## src/rtl/cdb_pkg.sv

```systemverilog
// Shared constants for the common-data-bus arbiter slice.
// Combinational only; no latency.
// No flow control here; constants only.
package cdb_pkg;
    // ROB tag width and CDB payload width used by the result producers.
    localparam int ROB_SIZE_BIT  = 4;
    localparam int CDB_DATA_W    = 32;
    localparam int BUF_DEPTH_DEF = 4;

    // Round-robin priority pointer encoding.
    localparam logic PRIO_ALU = 1'b0;
    localparam logic PRIO_LSB = 1'b1;
endpackage

```

## src/rtl/cdb_src_fifo.sv

```systemverilog
// In-order result buffer for one CDB source ({value, rob_id} payload).
// Head is visible combinationally; push/pop take effect at the next edge.
// Caller must not push when full or pop when empty; en_i low freezes all state.
// Ports: clk_i/rst_i (sync, active-high), en_i (global ready), clear_i (flush),
//        push_i/push_dat_i, pop_i, head_o, count_o, full_o, empty_o.
module cdb_src_fifo #(
    parameter int DEPTH = 4,
    parameter int W     = 36
) (
    input  logic                         clk_i,
    input  logic                         rst_i,
    input  logic                         en_i,
    input  logic                         clear_i,
    input  logic                         push_i,
    input  logic [W-1:0]                 push_dat_i,
    input  logic                         pop_i,
    output logic [W-1:0]                 head_o,
    output logic [$clog2(DEPTH+1)-1:0]   count_o,
    output logic                         full_o,
    output logic                         empty_o
);
    localparam int AW = $clog2(DEPTH);
    localparam int CW = $clog2(DEPTH + 1);

    logic [W-1:0]  mem_q [DEPTH];
    logic [AW-1:0] rd_ptr_q, rd_ptr_d;
    logic [AW-1:0] wr_ptr_q, wr_ptr_d;
    logic [CW-1:0] count_q, count_d;
    logic          do_push, do_pop;

    assign do_push = en_i && !clear_i && push_i;
    assign do_pop  = en_i && !clear_i && pop_i;

    assign head_o  = mem_q[rd_ptr_q];
    assign count_o = count_q;
    assign full_o  = (count_q == CW'(DEPTH));
    assign empty_o = (count_q == '0);

    always_comb begin
        rd_ptr_d = rd_ptr_q;
        wr_ptr_d = wr_ptr_q;
        count_d  = count_q;
        if (en_i && clear_i) begin
            rd_ptr_d = '0;
            wr_ptr_d = '0;
            count_d  = '0;
        end else begin
            // DEPTH is a power of two, so pointers wrap by natural overflow.
            if (do_push) wr_ptr_d = wr_ptr_q + 1'b1;
            if (do_pop)  rd_ptr_d = rd_ptr_q + 1'b1;
            count_d = count_q + CW'(do_push) - CW'(do_pop);
        end
    end

    always_ff @(posedge clk_i) begin
        if (rst_i) begin
            rd_ptr_q <= '0;
            wr_ptr_q <= '0;
            count_q  <= '0;
        end else begin
            rd_ptr_q <= rd_ptr_d;
            wr_ptr_q <= wr_ptr_d;
            count_q  <= count_d;
        end
    end

    // Payload storage needs no reset: pointers and count define validity.
    always_ff @(posedge clk_i) begin
        if (!rst_i && do_push) mem_q[wr_ptr_q] <= push_dat_i;
    end
endmodule

```

## src/rtl/cdb_arbiter.sv

```systemverilog
// Round-robin arbiter putting ALU and LSB results onto one registered CDB.
// Latency: an uncontested result with an empty buffer is on the CDB 1 cycle after fi.
// Backpressure: per-source full flags from registered buffer counts; rdy_in low freezes all.
// Ports: clk_in, rst_in (sync, active-high), rdy_in, rob_clear (flush);
//        alu_fi/alu_value/alu_rob_id -> alu_full; lsb_fi/lsb_value/lsb_rob_id -> lsb_full;
//        cdb_fi/cdb_value/cdb_rob_id registered broadcast snooped by RS, LSB and ROB.
module cdb_arbiter
    import cdb_pkg::*;
#(
    parameter int ROB_IDX_W = ROB_SIZE_BIT,
    parameter int BUF_DEPTH = BUF_DEPTH_DEF
) (
    input  logic                  clk_in,
    input  logic                  rst_in,
    input  logic                  rdy_in,
    input  logic                  rob_clear,
    input  logic                  alu_fi,
    input  logic [CDB_DATA_W-1:0] alu_value,
    input  logic [ROB_IDX_W-1:0]  alu_rob_id,
    output logic                  alu_full,
    input  logic                  lsb_fi,
    input  logic [CDB_DATA_W-1:0] lsb_value,
    input  logic [ROB_IDX_W-1:0]  lsb_rob_id,
    output logic                  lsb_full,
    output logic                  cdb_fi,
    output logic [CDB_DATA_W-1:0] cdb_value,
    output logic [ROB_IDX_W-1:0]  cdb_rob_id
);
    localparam int PW = CDB_DATA_W + ROB_IDX_W;
    localparam int CW = $clog2(BUF_DEPTH + 1);

    logic [PW-1:0] alu_head, lsb_head, alu_cand_dat, lsb_cand_dat;
    logic [CW-1:0] alu_cnt, lsb_cnt;
    logic          alu_buf_full, lsb_buf_full, alu_empty, lsb_empty;
    logic          alu_acc, lsb_acc, alu_cand, lsb_cand;
    logic          gnt_alu, gnt_lsb, contested;
    logic          alu_push, lsb_push, alu_pop, lsb_pop;

    logic          prio_q, prio_d;
    logic          cdb_fi_q, cdb_fi_d;
    logic [PW-1:0] cdb_dat_q, cdb_dat_d;

    // Full flags come straight from the registered counts.
    assign alu_full = (alu_cnt == CW'(BUF_DEPTH));
    assign lsb_full = (lsb_cnt == CW'(BUF_DEPTH));

    // A result offered while full is a protocol violation and is dropped.
    assign alu_acc = alu_fi && !alu_buf_full;
    assign lsb_acc = lsb_fi && !lsb_buf_full;

    // Bypass only with an empty buffer, so per-source order is never reordered.
    assign alu_cand     = !alu_empty || alu_acc;
    assign lsb_cand     = !lsb_empty || lsb_acc;
    assign alu_cand_dat = alu_empty ? {alu_value, alu_rob_id} : alu_head;
    assign lsb_cand_dat = lsb_empty ? {lsb_value, lsb_rob_id} : lsb_head;

    assign contested = alu_cand && lsb_cand;
    assign gnt_alu   = alu_cand && (!lsb_cand || prio_q == PRIO_ALU);
    assign gnt_lsb   = lsb_cand && !gnt_alu;

    // Incoming results are buffered unless they were bypassed straight onto the CDB.
    assign alu_pop  = gnt_alu && !alu_empty;
    assign lsb_pop  = gnt_lsb && !lsb_empty;
    assign alu_push = alu_acc && !(alu_empty && gnt_alu);
    assign lsb_push = lsb_acc && !(lsb_empty && gnt_lsb);

    cdb_src_fifo #(.DEPTH(BUF_DEPTH), .W(PW)) u_alu_fifo (
        .clk_i      (clk_in),
        .rst_i      (rst_in),
        .en_i       (rdy_in),
        .clear_i    (rob_clear),
        .push_i     (alu_push),
        .push_dat_i ({alu_value, alu_rob_id}),
        .pop_i      (alu_pop),
        .head_o     (alu_head),
        .count_o    (alu_cnt),
        .full_o     (alu_buf_full),
        .empty_o    (alu_empty)
    );

    cdb_src_fifo #(.DEPTH(BUF_DEPTH), .W(PW)) u_lsb_fifo (
        .clk_i      (clk_in),
        .rst_i      (rst_in),
        .en_i       (rdy_in),
        .clear_i    (rob_clear),
        .push_i     (lsb_push),
        .push_dat_i ({lsb_value, lsb_rob_id}),
        .pop_i      (lsb_pop),
        .head_o     (lsb_head),
        .count_o    (lsb_cnt),
        .full_o     (lsb_buf_full),
        .empty_o    (lsb_empty)
    );

    always_comb begin
        prio_d    = prio_q;
        cdb_fi_d  = cdb_fi_q;
        cdb_dat_d = cdb_dat_q;
        if (rdy_in) begin
            if (rob_clear) begin
                prio_d   = PRIO_ALU;
                cdb_fi_d = 1'b0;
            end else begin
                cdb_fi_d = gnt_alu || gnt_lsb;
                if (gnt_alu)      cdb_dat_d = alu_cand_dat;
                else if (gnt_lsb) cdb_dat_d = lsb_cand_dat;
                // Pointer only moves when both sources actually competed.
                if (contested)    prio_d    = ~prio_q;
            end
        end
    end

    always_ff @(posedge clk_in) begin
        if (rst_in) begin
            prio_q    <= PRIO_ALU;
            cdb_fi_q  <= 1'b0;
            cdb_dat_q <= '0;
        end else begin
            prio_q    <= prio_d;
            cdb_fi_q  <= cdb_fi_d;
            cdb_dat_q <= cdb_dat_d;
        end
    end

    assign cdb_fi                  = cdb_fi_q;
    assign {cdb_value, cdb_rob_id} = cdb_dat_q;

    // Producers must honour their full flag.
    a_alu_no_overflow: assert property (@(posedge clk_in) disable iff (rst_in)
        (rdy_in && !rob_clear) |-> !(alu_fi && alu_full));
    a_lsb_no_overflow: assert property (@(posedge clk_in) disable iff (rst_in)
        (rdy_in && !rob_clear) |-> !(lsb_fi && lsb_full));
endmodule

```

## config.mk

```make
export PLATFORM = sky130hd
export DESIGN_NAME = cdb_arbiter
export DESIGN_NICKNAME = d
export VERILOG_FILES = /design/src/rtl/cdb_pkg.sv /design/src/rtl/cdb_src_fifo.sv /design/src/rtl/cdb_arbiter.sv
export SDC_FILE = /design/constraint.sdc
export NUM_CORES = 1
export LEC_CHECK = 0
export ABC_AREA = 1
export BUFFER_PORTS_ARGS = -buffer_cell sky130_fd_sc_hd__buf_2
export CAP_MARGIN = 20
export CORE_MARGIN = 2
export CORE_UTILIZATION = 40
export DETAILED_ROUTE_END_ITERATION = 7
export SYNTH_ARGS = -nofsm -noshare
export SYNTH_HDL_FRONTEND = slang
export SYNTH_SLANG_ARGS = --single-unit
```

## constraint.sdc

```tcl
create_clock -name clk_in -period 3.7 [get_ports clk_in]
set_input_delay 0.74 -clock clk_in [delete_from_list [all_inputs] [get_ports clk_in]]
set_output_delay 0.74 -clock clk_in [all_outputs]
set_load 0.03 [all_outputs]
```

==> metrics.txt <==
GR Layer Usage met2=between 30 and 40%; kind of critical path=reg -> reg; status=finished clean; Slew headroom=approximately 39%; Worst Hold Class=in -> reg; Area Overhead vs Synth=14.70%; MaxCap Viol Count=0; # setup viols final=0; Max VDD drop=roughly 0.28 mV; met3 usage=between 2 and 2.5%; wire length per cell=roughly 17 um; DRT Wirelength=~37000 um; RSZ-0062 raised after global routing=no; LEAKAGE=7.258 nW; Num CTS Buffers=38; area of the core region=roughly 38000 um^2; I/O pin count=about 120; initial antenna violation count=1; clock-pin slew of the registers on the worst-case setup and hold paths=0.06 ns; Ant. Diodes=0; remaining antenna violation count=0; Fmax=between 0.3 and 0.4 GHz; DR vias/cell=4.827; crit start category=register; Final Skew=~0.015 ns; grt peak-use layer=met2; Synth area leader=edfxtp_1; syn_nets=roughly 1700; hpwl dp=roughly 23000 um; DRT Pass-1 Iters=5; Worst Path Arrival=around 3.1 ns; Worst Setup End Kind=register; DIE AREA=39740 um^2; Slew @ Worst Pin=between 0.9 and 1 ns; synth warn=0; clock sink count=approximately 340; Avg Cell Area, Syn=~9.7 um^2; CTS tree=yes; final hold violation count=0; worst-path fanout max=38; Netlist cell types=31; final global-route overflow total=0; period utilization=72.43%; routed vias=approximately 11000; Final Critical Period=roughly 2.7 ns; Clk Latency, worst-skew pair=between 0.5 and 0.6 ns; fillers=roughly 3600; register area share after synthesis=63.99%; worst-case clock buffer depth=3; Post CTS Setup Buffer Count=0; nets=between 1500 and 2000; post-CTS resize count=0; main flop type after synthesis=edfxtp_1; Final Total Pwr=roughly 8.5 mW; Detailed Route Iter0 Violations=710; EDFF count, synth=roughly 290; FFs w/ async S/R, synth=0%; top cells by area, synth=edfxtp_1 57%, nand2_1 11%, dfxtp_1 7.3%, nand3_1 6.1%, inv_1 4.4%; Worst Path Required=around 4.1 ns; power density over the cells=488.2 nW/um^2; final slew viol count=0; Die W=about 200 um; first-pass GRT wire length=about 57000 um; share of layout cells above drive strength 1=14.23%; Initial Util=40.53%; I/O Buffers=around 120; Mapped Cells=1566; share of the synthesized area in the top cell type=about 57%; gpl congestion=0.8565; synthesized cell area=around 15000 um^2; largest net degree at the start of global routing=77; Overall Global Routing Usage=between 10% and 20%; Final TNS setup=0 ns; chip height=~200 um; GR Util met1=27.04%; vias in the first global route=approximately 10000; # hold bufs at CTS=0; DRC Markers=0; CTS H-tree lvls=2; Root Buffer=clkbuf_16; num rows=71; synthesized flop and latch total=344
[synth_stat cells, types with 8 or more instances]
library cell and instances:
o21ai_1 16, buf_6 10, dfxtp_1 56, a21oi_1 8, nand4_1 36, buf_2 43
o21ai_0 66, inv_1 180, clkbuf_1 26, edfxtp_1 288, ha_1 12, nand2_1 435
nor2_1 128, or2_0 10, or2_2 25, nand3_1 187
[critical path: stages (launching register included)]
cell	delay [ns]
dfxtp_1	0.38
inv_1	0.11
nand3_1	0.13
buf_4	0.43
nand3_1	0.26
inv_1	0.13
ha_1	0.23
inv_1	0.06
ha_1	0.14
inv_1	0.06
fa_1	0.39
xor2_1	0.16
inv_1	0.05
nor2_1	0.03
[state kept, by name, indices dropped and copies added (netlist names), named ones only]
name	flops
u_lsb_fifo.count_o	3
u_lsb_fifo.rd_ptr_q	2
u_lsb_fifo.mem_q	144
u_alu_fifo.mem_q	144
cdb_dat_q	36
u_lsb_fifo.wr_ptr_q	2
u_alu_fifo.count_o	3
u_alu_fifo.wr_ptr_q	2
u_alu_fifo.rd_ptr_q	2
prio_q	1
cdb_fi	1
[cells in the final DEF (no fill, tap or decap), drive strengths merged, types with 12 or more instances in the layout]
cell / instances
nand3: 188
nand4: 37
or2: 37
clkbuf: 47
o21ai: 82
buf: 142
dfxtp: 56
inv: 187
edfxtp: 288
nand2: 440
nor2: 135
ha: 12
clkinv: 16
[per-layer routing]
layer	routed length, um	up-vias	part of all wire (%)
li1	-	5317	-
met1	17070	4978	46
met2	17320	265	47
met3	1902	49	5.1
met4	779	0	2.1
met5	0	-	0
[stage by stage]
step	hold slack (ns)	instances	setup slack (ns)	instance area [um^2]	util, %
after floorplan	0.4665	1566	0.2693	15270	-
after global placement	0.4681	2128	0.5352	16280	43.21
after detailed placement	0.4833	2129	0.4938	16300	43.29
after CTS	0.4367	2194	0.9960	17420	46.25
after global routing	0.4457	2198	0.8010	17510	46.49
final	0.4513	2198	1.020	17510	46.49
[where the power goes]
part	internal [mW]	switching (mW)	total, mW
clock network	1.99	1.46	3.45
logic	0.237	0.577	0.814
registers	4.26	0.0317	4.29
[logic make-up after synthesis]
| family | synth area share (%) |
|---|---|
| flops | 63.99 |
| xor+xnor | 0.2868 |
| fa+ha+maj | 1.246 |
| compound gates | 2.951 |
| buf+inv | 7.606 |
| simple gates | 23.92 |
[cell type report]
| type | instances | area (um^2) | share of cell area [%] |
|---|---|---|---|
| inverters | 187 | 701.9 | 4.009 |
| clock inverters | 18 | 111.4 | 0.6360 |
| multi-input cells | 949 | 4388 | 25.06 |
| repair buffers | 142 | 890.9 | 5.088 |
| clock buffers | 47 | 1006 | 5.745 |
| flip-flops and latches | 344 | 9772 | 55.81 |
| well taps | 511 | 639.4 | 3.652 |
[worst paths after layout]
check                        startpoint                      to  slack [ns]  cells after the start
setup / recovery  u_alu_fifo.count_o[1]   u_alu_fifo.count_o[2]        1.02                     13
hold / removal             lsb_value[4]  u_lsb_fifo.mem_q[1][8]        0.45                      1
setup reg to reg  u_alu_fifo.count_o[1]   u_alu_fifo.count_o[2]        1.02                     13
hold reg to reg                  cdb_fi                  cdb_fi        0.48                      2
Note: power is estimated with default switching activity, not from simulation.
